$ cat config.mk
export PLATFORM = sky130hd
export DESIGN_NAME = tc_irq_ctrl_flat
export DESIGN_NICKNAME = d
export VERILOG_FILES = /design/src/rtl/tc_irq_ctrl_pkg.sv /design/src/rtl/tc_irq_ctrl_if.sv /design/src/rtl/tc_irq_ctrl_sync.sv /design/src/rtl/tc_irq_ctrl.sv /design/src/flat_wrapper.sv
export SDC_FILE = /design/constraint.sdc
export NUM_CORES = 1
export LEC_CHECK = 0
export CORE_ASPECT_RATIO = 0.7
export CORE_UTILIZATION = 48
export DETAILED_ROUTE_END_ITERATION = 12
export GPL_ROUTABILITY_DRIVEN = 0
export PLACE_DENSITY = 0.87
export SYNTH_ARGS = -nofsm -noshare
export SYNTH_HDL_FRONTEND = slang
export SYNTH_SLANG_ARGS = --single-unit
$ cat constraint.sdc
create_clock -name clk -period 2.3 [get_ports clk]
set_clock_uncertainty 0.15 [all_clocks]
set_input_delay 0.46 -clock clk [delete_from_list [all_inputs] [get_ports clk]]
set_output_delay 0.46 -clock clk [all_outputs]
set_load 0.05 [all_outputs]
$ cat src/rtl/tc_irq_ctrl_pkg.sv
// tc_pkg: shared constants and types for the tc_irq_ctrl interrupt controller.
//   IFLG_ADDR / IMSK_ADDR / ICTL_ADDR : register map (8-bit addresses)
//   irq_state_e                       : request FSM state encoding
//   lowest_set()                      : priority helper, lowest set bit index
package tc_pkg;

    localparam logic [7:0] IFLG_ADDR = 8'h37;
    localparam logic [7:0] IMSK_ADDR = 8'h70;
    localparam logic [7:0] ICTL_ADDR = 8'h5F;

    typedef enum logic [1:0] {
        IDLE = 2'd0,
        PEND = 2'd1,
        CLR  = 2'd2
    } irq_state_e;

    // Index of the lowest set bit; 0 when no bit is set.
    function automatic logic [2:0] lowest_set(input logic [7:0] v);
        logic [2:0] idx;
        idx = 3'd0;
        for (int i = 7; i >= 0; i--) begin
            if (v[i]) begin
                idx = 3'(i);
            end
        end
        return idx;
    endfunction

endpackage

$ cat src/rtl/tc_irq_ctrl_if.sv
// tc_irq_ctrl_if: simple register bus between a CPU-side master and the
// interrupt controller.
//   addr  : register address (ADDR_W bits)
//   wdata : write data
//   write : write strobe, one cycle per access
//   read  : read strobe, rdata valid the following cycle
//   rdata : registered read data, held between reads
interface tc_irq_ctrl_if #(
    parameter int ADDR_W = 8
);
    logic [ADDR_W-1:0] addr;
    logic [7:0]        wdata;
    logic              write;
    logic              read;
    logic [7:0]        rdata;

    modport master (output addr, output wdata, output write, output read, input rdata);
    modport slave  (input addr, input wdata, input write, input read, output rdata);
endinterface

$ cat src/rtl/tc_irq_ctrl_sync.sv
// tc_irq_sync: per-bit source conditioning and rising-edge detection.
//   clk, rst_n : clock, asynchronous active-low reset
//   src_i      : raw interrupt source lines
//   rise_o     : one-cycle pulse per bit on a sampled 0->1 transition
// Build option: TC_IRQ_SYNC_EN inserts a 2-flop synchroniser per bit ahead of
// the edge detector (two extra cycles of latency).
module tc_irq_sync #(
    parameter int WIDTH = 4
) (
    input  logic             clk,
    input  logic             rst_n,
    input  logic [WIDTH-1:0] src_i,
    output logic [WIDTH-1:0] rise_o
);

    logic [WIDTH-1:0] samp_s;

`ifdef TC_IRQ_SYNC_EN
    // Arming covers both synchroniser stages plus the first history load.
    localparam int ARM_W = 3;

    logic [WIDTH-1:0] meta_q;
    logic [WIDTH-1:0] sync_q;

    // Two-stage synchroniser for asynchronous source lines.
    always_ff @(posedge clk or negedge rst_n) begin
        if (!rst_n) begin
            meta_q <= '0;
            sync_q <= '0;
        end else begin
            meta_q <= src_i;
            sync_q <= meta_q;
        end
    end

    assign samp_s = sync_q;
`else
    localparam int ARM_W = 1;

    assign samp_s = src_i;
`endif

    logic [ARM_W-1:0] arm_q;
    logic [WIDTH-1:0] hist_q;

    // Edge history plus arming shift register: the history resets to 0, so
    // detection is held off until the pipeline has loaded real samples;
    // otherwise a source already high at reset release would look like an edge.
    always_ff @(posedge clk or negedge rst_n) begin
        if (!rst_n) begin
            arm_q  <= '0;
            hist_q <= '0;
        end else begin
            arm_q  <= (arm_q << 1) | ARM_W'(1'b1);
            hist_q <= samp_s;
        end
    end

    assign rise_o = samp_s & ~hist_q & {WIDTH{arm_q[ARM_W-1]}};

endmodule

$ cat src/rtl/tc_irq_ctrl.sv
// tc_irq_ctrl: edge-triggered interrupt controller with flag/mask/control
// registers and a single prioritised CPU request.
//   clk, rst_n : clock, asynchronous active-low reset
//   bus        : register bus (tc_irq_ctrl_if.slave)
//                IFLG 8'h37 W1C flags, IMSK 8'h70 mask, ICTL 8'h5F bit0 GIE
//   irq_src    : NSRC source lines, rising edge sets the matching flag
//   irq_ack    : CPU acknowledge pulse, honoured only while requesting
//   irq_out    : CPU interrupt request (registered)
//   irq_vec    : index of the requested source (registered)
// Build option: TC_IRQ_SYNC_EN adds source synchronisers (latency 4 vs 2).
module tc_irq_ctrl
    import tc_pkg::*;
#(
    parameter int NSRC   = 4,
    parameter int ADDR_W = 8
) (
    input  logic              clk,
    input  logic              rst_n,
    tc_irq_ctrl_if.slave      bus,
    input  logic [NSRC-1:0]   irq_src,
    input  logic              irq_ack,
    output logic              irq_out,
    output logic [2:0]        irq_vec
);

    localparam logic [7:0]        SRC_MASK = 8'((9'h001 << NSRC) - 9'h001);
    localparam logic [ADDR_W-1:0] A_IFLG   = ADDR_W'(IFLG_ADDR);
    localparam logic [ADDR_W-1:0] A_IMSK   = ADDR_W'(IMSK_ADDR);
    localparam logic [ADDR_W-1:0] A_ICTL   = ADDR_W'(ICTL_ADDR);

    logic [7:0]      iflg_q, iflg_d;
    logic [7:0]      imsk_q, imsk_d;
    logic            gie_q, gie_d;
    logic [7:0]      rdata_q;
    irq_state_e      state_q;
    logic            irq_out_q;
    logic [2:0]      irq_vec_q;

    logic [NSRC-1:0] rise_s;
    logic [7:0]      set_s;
    logic [7:0]      clr_s;
    logic [7:0]      pend_s;
    logic [7:0]      rd_mux_s;
    logic            wr_iflg_s, wr_imsk_s, wr_ictl_s;
    logic            abort_s, ack_clr_s;

    tc_irq_sync #(.WIDTH(NSRC)) u_sync (
        .clk    (clk),
        .rst_n  (rst_n),
        .src_i  (irq_src),
        .rise_o (rise_s)
    );

    assign wr_iflg_s = bus.write && (bus.addr == A_IFLG);
    assign wr_imsk_s = bus.write && (bus.addr == A_IMSK);
    assign wr_ictl_s = bus.write && (bus.addr == A_ICTL);
    assign pend_s    = iflg_q & imsk_q;

    // Request withdrawn when software disables, masks or clears it.
    assign abort_s   = !gie_q || !imsk_q[irq_vec_q] || !iflg_q[irq_vec_q];
    assign ack_clr_s = (state_q == PEND) && irq_ack && !abort_s;

    // Register next-state: set wins over clear, bits above NSRC stay zero.
    always_comb begin
        set_s             = 8'h00;
        set_s[NSRC-1:0]   = rise_s;
        clr_s  = (wr_iflg_s ? bus.wdata : 8'h00)
               | (ack_clr_s ? (8'h01 << irq_vec_q) : 8'h00);
        iflg_d = ((iflg_q & ~clr_s) | set_s) & SRC_MASK;
        imsk_d = wr_imsk_s ? (bus.wdata & SRC_MASK) : imsk_q;
        gie_d  = wr_ictl_s ? bus.wdata[0] : gie_q;
    end

    // Read data selection; unmapped addresses read zero.
    always_comb begin
        rd_mux_s = 8'h00;
        case (bus.addr)
            A_IFLG:  rd_mux_s = iflg_q;
            A_IMSK:  rd_mux_s = imsk_q;
            A_ICTL:  rd_mux_s = {7'b000_0000, gie_q};
            default: rd_mux_s = 8'h00;
        endcase
    end

    // Register file and registered read port.
    always_ff @(posedge clk or negedge rst_n) begin
        if (!rst_n) begin
            iflg_q  <= 8'h00;
            imsk_q  <= 8'h00;
            gie_q   <= 1'b0;
            rdata_q <= 8'h00;
        end else begin
            iflg_q <= iflg_d;
            imsk_q <= imsk_d;
            gie_q  <= gie_d;
            if (bus.read) begin
                rdata_q <= rd_mux_s;
            end
        end
    end

    // Request FSM; irq_vec is latched on entry to PEND and frozen there.
    always_ff @(posedge clk or negedge rst_n) begin
        if (!rst_n) begin
            state_q   <= IDLE;
            irq_out_q <= 1'b0;
            irq_vec_q <= 3'd0;
        end else begin
            case (state_q)
                IDLE: begin
                    if (gie_q && (pend_s != 8'h00)) begin
                        state_q   <= PEND;
                        irq_out_q <= 1'b1;
                        irq_vec_q <= lowest_set(pend_s);
                    end
                end
                PEND: begin
                    if (abort_s) begin
                        state_q   <= IDLE;
                        irq_out_q <= 1'b0;
                    end else if (irq_ack) begin
                        state_q   <= CLR;
                        irq_out_q <= 1'b0;
                    end
                end
                CLR: begin
                    state_q   <= IDLE;
                    irq_out_q <= 1'b0;
                end
                default: begin
                    state_q   <= IDLE;
                    irq_out_q <= 1'b0;
                end
            endcase
        end
    end

    assign bus.rdata = rdata_q;
    assign irq_out   = irq_out_q;
    assign irq_vec   = irq_vec_q;

endmodule

$ cat src/flat_wrapper.sv
// flat-port wrapper written by rule: the top's interface ports become plain ports
module tc_irq_ctrl_flat import tc_pkg::*;
#(
    parameter int NSRC   = 4,
    parameter int ADDR_W = 8
)
  (clk, rst_n, irq_src, irq_ack, irq_out, irq_vec, bus_addr, bus_wdata, bus_write, bus_read, bus_rdata);
  tc_irq_ctrl_if #(.ADDR_W(ADDR_W)) bus_i ();
  input  logic clk;
  input  logic rst_n;
  input  logic [NSRC-1:0] irq_src;
  input  logic irq_ack;
  output logic irq_out;
  output logic [2:0] irq_vec;
  input wire logic [$bits(bus_i.addr)-1:0] bus_addr;
  input wire logic [$bits(bus_i.wdata)-1:0] bus_wdata;
  input wire logic [$bits(bus_i.write)-1:0] bus_write;
  input wire logic [$bits(bus_i.read)-1:0] bus_read;
  output wire logic [$bits(bus_i.rdata)-1:0] bus_rdata;
  assign bus_i.addr = bus_addr;
  assign bus_i.wdata = bus_wdata;
  assign bus_i.write = bus_write;
  assign bus_i.read = bus_read;
  assign bus_rdata = bus_i.rdata;
  tc_irq_ctrl #(.NSRC(NSRC), .ADDR_W(ADDR_W)) u_core (.clk(clk), .rst_n(rst_n), .bus(bus_i), .irq_src(irq_src), .irq_ack(irq_ack), .irq_out(irq_out), .irq_vec(irq_vec));
endmodule
==> results of run 1 <==
[synth_stat cells, types with 2 or more instances]
cell type / count / area [sq um]
a21oi_1: 4 / 20.02
nand3_1: 4 / 20.02
dfrtp_1: 22 / 550.5
conb_1: 2 / 7.510
nor2_1: 4 / 15.01
a31o_2: 2 / 17.52
nor2b_1: 3 / 18.77
nand4_1: 3 / 18.77
a32o_1: 2 / 20.02
inv_1: 4 / 15.01
nand2_1: 11 / 41.29
and2b_1: 2 / 15.01
mux2_2: 6 / 67.56
a22o_1: 6 / 52.55
buf_4: 5 / 37.54
[logic make-up (layout without fill, tap and decap cells)]
logic type,after synthesis,after routing,share of synthesized area
AND/OR/NAND/NOR,39,39,0.2084
flip-flops,22,22,0.4851
buffers and inverters,9,43,0.04631
multiplexers,7,7,0.07938
other,2,6,0.006618
AO/OA/AOI/OAI,22,22,0.1742
[power by group]
part	internal [mW]	switching, mW	total (mW)	leakage [nW]
Sequential	0.399	0.0137	0.413	0.274
Combinational	0.0589	0.0683	0.127	0.361
Clock	0.176	0.120	0.296	0.0279
Total	0.634	0.202	0.836	0.663
[sequential cells by signal (all words and copies together) (netlist names), 2 cells and up]
name / count
u_core.bus.rdata: 4
u_core.iflg_q: 4
u_core.imsk_q: 4
u_core.u_sync.hist_q: 4
u_core.irq_vec: 2
[worst max path at each step]
stage / start / endpoint / depth (start not counted)
2_1_floorplan: bus_addr[3] / u_core.iflg_q[3]$_DFF_PN0_ / 4
3_3_place_gp: bus_addr[5] / u_core.iflg_q[0]$_DFF_PN0_ / 6
3_5_place_dp: bus_addr[5] / u_core.iflg_q[3]$_DFF_PN0_ / 6
4_1_cts: u_core.irq_vec[1]$_DFFE_PN0P_ / irq_vec[1] / 1
5_1_grt: u_core.irq_vec[0]$_DFFE_PN0P_ / irq_vec[0] / 1
6_report: u_core.irq_vec[0]$_DFFE_PN0P_ / irq_vec[0] / 1
[metrics by stage]
step                area [sq um]  setup WS [ps]  utilization  cells
global placement            1483         -76.60       0.6771    167
CTS                         1535          12.18       0.7011    171
global route                1538          10.63       0.7023    171
finish                      1538          69.78       0.7023    171
detailed placement          1483         -125.8       0.6771    167
floorplan                   1150          438.4            -    105
[cell type report]
cell class,count,area [sq um],share of cell area
Clock buffer,3,22.52,0.01465
Clock inverter,1,30.03,0.01953
Inverter,4,15.01,0.009764
Multi-Input combinational cell,74,546.8,0.3556
Sequential cell,22,550.5,0.3580
Tap cell,32,40.04,0.02604
Timing Repair Buffer,35,332.8,0.2164
[per-layer routing]
metal,GRT usage,routed length [um]
met1,0.2826,1141
met2,0.4176,1343
met3,0.06707,94
met4,0.07907,31
met5,0,0
[cell usage in the layout (no fill, tap or decap), drive strengths merged, types with 2 or more instances in the layout]
master	instances
clkdlybuf4s50	26
dfrtp	22
nand2	12
buf	8
mux2	6
a22o	6
conb	6
nor2	5
nand3	4
inv	4
a21oi	4
nand4	3
nor2b	3
clkbuf	3
a31o	2
a32o	2
and2b	2
nor3	2
==> flow_metrics.env, run 1 <==
export IMPL_fillerInstances=174
export IMPL_antenna_found_initial=0
export IMPL_power_leakage_nw=0.6633
export IMPL_worst_slew_pin_slew_ps=504.5
export IMPL_drt_wirelength_per_cell_um=15.26
export IMPL_grt_max_degree=23
export IMPL_synth_avg_cell_area_sq_um=11.24
export IMPL_period_needed_ps=2230
export IMPL_die_h_um=42.68
export IMPL_core_sq_um=2190
export IMPL_cp_start_kind="register"
export IMPL_tns_ps=0
export IMPL_syn_inst=101
export IMPL_cts_tree="done"
export IMPL_synth_seq_cells=22
export IMPL_status="finished clean"
export IMPL_synth_area_sq_um=1135
export IMPL_setup_viol=0
export IMPL_dieArea_sq_um=2566
export IMPL_cp_slowest_cell="clkdlybuf4s50_1"
export IMPL_rrSetupSlack_ps=750
export IMPL_cts_root_buf="clkbuf_4"
export IMPL_drtPass1Iterations=4
export IMPL_initial_core_util=0.5183
export IMPL_finalPower_mw=0.8361
export IMPL_r2r_cells=4
export IMPL_clock_path_buffers=2
export IMPL_synth_ff_type="dfrtp_1"
export IMPL_cp_buffers_inverters=1
export IMPL_hold_slack_ps=326.4
export IMPL_synth_edf_count=0
export IMPL_slew_headroom=0.6626
export IMPL_crit_fanout=6
export IMPL_clk_pin_slew_ps=120
export IMPL_ir_drop_mv=0.3605
export IMPL_io_pins=37
export IMPL_reg2reg_from="u_core.state_q[1]$_DFFE_PN0P_"
export IMPL_power_density_nw_per_um2=543.7
export IMPL_num_rows=14
export IMPL_post_cts_buffers=0
export IMPL_drive_above_1_share=0.2230
export IMPL_synth_async_reset_ratio=1.000
export IMPL_cts_buffers=3
export IMPL_htreeDepth=1
export IMPL_finalHoldViolCount=0
export IMPL_arrival_ps=1620
export IMPL_grt_total_usage=0.2404
export IMPL_seq_area_frac_synth=0.4851
export IMPL_endpoint_kind="output port"
export IMPL_postCtsHoldBufs=0
export IMPL_rsz0062_at_grt="false"
export IMPL_hpwl_mm=2.176
export IMPL_ant_nets=0
export IMPL_grt_pass1_vias=950
export IMPL_post_drt_via_cell_ratio=5.298
export IMPL_overflow=0
export IMPL_wl_mm=2.610
export IMPL_max_cap_viol_count=0
export IMPL_yosysWarnings=0
export IMPL_period_share=0.9697
export IMPL_insertedDiodeCount=0
export IMPL_synth_cell_type_count=36
export IMPL_cp_required_ps=1690
export IMPL_crit_chain="clkdlybuf4s50_1"
export IMPL_fp_dieW_um=60.12
export IMPL_initialDrtViolationCount=49
export IMPL_critical_path_top_delay_family="buffers and inverters"
export IMPL_drc=0
export IMPL_hp_class="in -> async"
export IMPL_crit_path_max_incr_delay_ps=840
export IMPL_ctsResizeCount=0
export IMPL_clkSinkCount=22
export IMPL_area_delta_synth_final_pct=35.50
export IMPL_grt_pass1_wl_mm=4.360
export IMPL_maxSlewViolCount=0
export IMPL_critPathKind="reg -> out"
export IMPL_fmax_ghz=0.4484
export IMPL_io_buffers=27
export IMPL_clk_insertion_delay_late_ps=320
export IMPL_timing_rr_end="u_core.iflg_q[0]$_DFF_PN0_"
export IMPL_vias=906
export IMPL_nets=165
No activity file was read; power rests on OpenSTA's default activity.
==> run 2, diff against run 1 <==
GPL_TIMING_DRIVEN = 0   (was default)
==> run 2 against run 1 <==
Net effect: combinational power barely moved; setup slack improved by 2.9 ps; sequential share of layout area rose by 0.53 points; hold slack improved by 52 ps; critical path depth rose by 4; register-to-register slack got worse by 20 ps; die area did not move; routed wire length rose by 1.2%; critical endpoint is now u_core.bus.rdata[2]$_DFFE_PN0P_; highest routed layer unchanged.
==> flow_metrics.env, run 2 (synthesis gave the netlist of run 1 again) <==
export IMPL_initialDrtViolationCount=45
export IMPL_cp_slowest_cell="or4bb_4"
export IMPL_drt_wirelength_per_cell_um=15.73
export IMPL_status="finished clean"
export IMPL_die_h_um=42.68
export IMPL_utilization=0.6920
export IMPL_wl_met3_um=175
export IMPL_vias=927
export IMPL_io_pins=37
export IMPL_postCtsHoldBufs=0
export IMPL_ir_drop_mv=0.4034
export IMPL_final_common_cell="clkdlybuf4s50_1"
export IMPL_ant_nets=0
export IMPL_post_cts_buffers=0
export IMPL_fmax_ghz=0.4490
export IMPL_htreeDepth=1
export IMPL_arrival_ps=2340
export IMPL_nets=162
export IMPL_finalHoldViolCount=0
export IMPL_top_layer_used="met4"
export IMPL_drive_above_1_share=0.2059
export IMPL_cts_root_buf="clkbuf_4"
export IMPL_crit_path_max_incr_delay_ps=600
export IMPL_drtPass1Iterations=4
export IMPL_clock_path_buffers=2
export IMPL_grt_max_degree=23
export IMPL_period_needed_ps=2227
export IMPL_rsz0062_at_grt="false"
export IMPL_cp_required_ps=2410
export IMPL_critPathKind="in -> reg"
export IMPL_setup_viol=0
export IMPL_grt_pass1_vias=915
export IMPL_dieArea_sq_um=2566
export IMPL_insertedDiodeCount=0
export IMPL_area_delta_synth_final_pct=33.52
export IMPL_overflow=0
export IMPL_num_rows=14
export IMPL_initial_core_util=0.5183
export IMPL_antenna_found_initial=0
export IMPL_power_leakage_nw=0.6514
export IMPL_cp_start_kind="input port"
export IMPL_worst_slew_pin_slew_ps=951.1
export IMPL_ctsResizeCount=0
export IMPL_post_drt_via_cell_ratio=5.518
export IMPL_grt_pass1_wl_mm=4.319
export IMPL_max_cap_viol_count=0
export IMPL_met2_length_mm=1.325
export IMPL_endpoint_kind="register"
export IMPL_crit_fanout=5
export IMPL_io_buffers=27
export IMPL_wl_mm=2.642
export IMPL_clk_insertion_delay_late_ps=310
export IMPL_period_share=0.9684
export IMPL_dp_cells=164
export IMPL_maxSlewViolCount=0
export IMPL_finalPower_mw=0.8362
export IMPL_crit_chain="clkdlybuf4s50_1, or4bb_4, nor3_1, a22o_1, a22o_1"
export IMPL_clkSinkCount=22
export IMPL_grt_total_usage=0.2323
export IMPL_core_sq_um=2190
export IMPL_cts_buffers=3
export IMPL_finalInstanceArea_sq_um=1515
export IMPL_power_density_nw_per_um2=551.9
export IMPL_final_cell_mix="clkdlybuf4s50_1, dfrtp_1, nand2_1"
export IMPL_fp_dieW_um=60.12
export IMPL_fillerInstances=168
export IMPL_path_common_cell="a22o_1"
export IMPL_hold_slack_ps=378.7
export IMPL_met1Wirelength_mm=1.130
export IMPL_stdcell_count=168
export IMPL_hpwl_mm=2.139
export IMPL_drc=0
export IMPL_cts_tree="done"
export IMPL_hp_class="reg -> reg"
export IMPL_clk_pin_slew_ps=120
export IMPL_slew_headroom=0.3639
export IMPL_post_dp_cell_area_sq_um=1460
[run 2: changes by cell type in the layout (fill, tap and decap cells not counted), sizes merged]
| cell | previous run | this run |
|---|---|---|
| buf | 8 | 5 |
[run 2: worst max-delay path, delay by kind of cell]
kind	cells	cell delay (ps)
compound gates	2	350
buf+inv	1	490
simple gates	2	1040
[run 2: power breakdown]
part / leakage [nW] / switching, mW / internal, mW / total (mW)
sequential: 0.274 / 0.0147 / 0.399 / 0.414
clock: 0.0279 / 0.119 / 0.176 / 0.295
combinational: 0.350 / 0.0686 / 0.0587 / 0.127
total: 0.651 / 0.202 / 0.634 / 0.836
[run 2: final cells by class]
class	count	area [sq um]	area share
Inverter	4	15.01	0.009909
Multi-Input combinational cell	74	546.8	0.3609
Buffer	5	37.54	0.02477
Sequential cell	22	550.5	0.3633
Tap cell	32	40.04	0.02642
Clock buffer	3	22.52	0.01486
Timing Repair Buffer	27	272.8	0.1800
Clock inverter	1	30.03	0.01982
[run 2: layer usage]
layer / global-route usage / up-vias
met5: 0 / -
met4: 0.03721 / 0
li1: - / 430
met3: 0.07622 / 2
met2: 0.3780 / 40
met1: 0.3058 / 455
[run 2: path summary, 6_finish.rpt]
| kind | startpoint | to | slack, ps | cells after the start |
|---|---|---|---|---|
| setup / recovery | bus_addr[5] | u_core.bus.rdata[2]$_DFFE_PN0P_ | 70 | 5 |
| hold / removal | u_core.bus.rdata[2]$_DFFE_PN0P_ | u_core.bus.rdata[2]$_DFFE_PN0P_ | 380 | 1 |
| setup reg to reg | u_core.imsk_q[2]$_DFFE_PN0P_ | u_core.irq_vec[0]$_DFFE_PN0P_ | 730 | 4 |
| hold reg to reg | u_core.bus.rdata[2]$_DFFE_PN0P_ | u_core.bus.rdata[2]$_DFFE_PN0P_ | 380 | 1 |
| max in group asynchronous | rst_n | u_core.u_sync.arm_q$_DFF_PN0_ | 910 | 1 |
| min in group asynchronous | rst_n | u_core.bus.rdata[2]$_DFFE_PN0P_ | 510 | 1 |
[run 2: per-stage QoR]
| stage | TNS [ps] | worst slack, ps |
|---|---|---|
| detailed placement | -2075 | -212.5 |
| floorplan | 0 | 438.4 |
| finish | 0 | 72.65 |
| CTS | 0 | 15.87 |
| global route | 0 | 4.888 |
| global placement | -1276 | -164.8 |
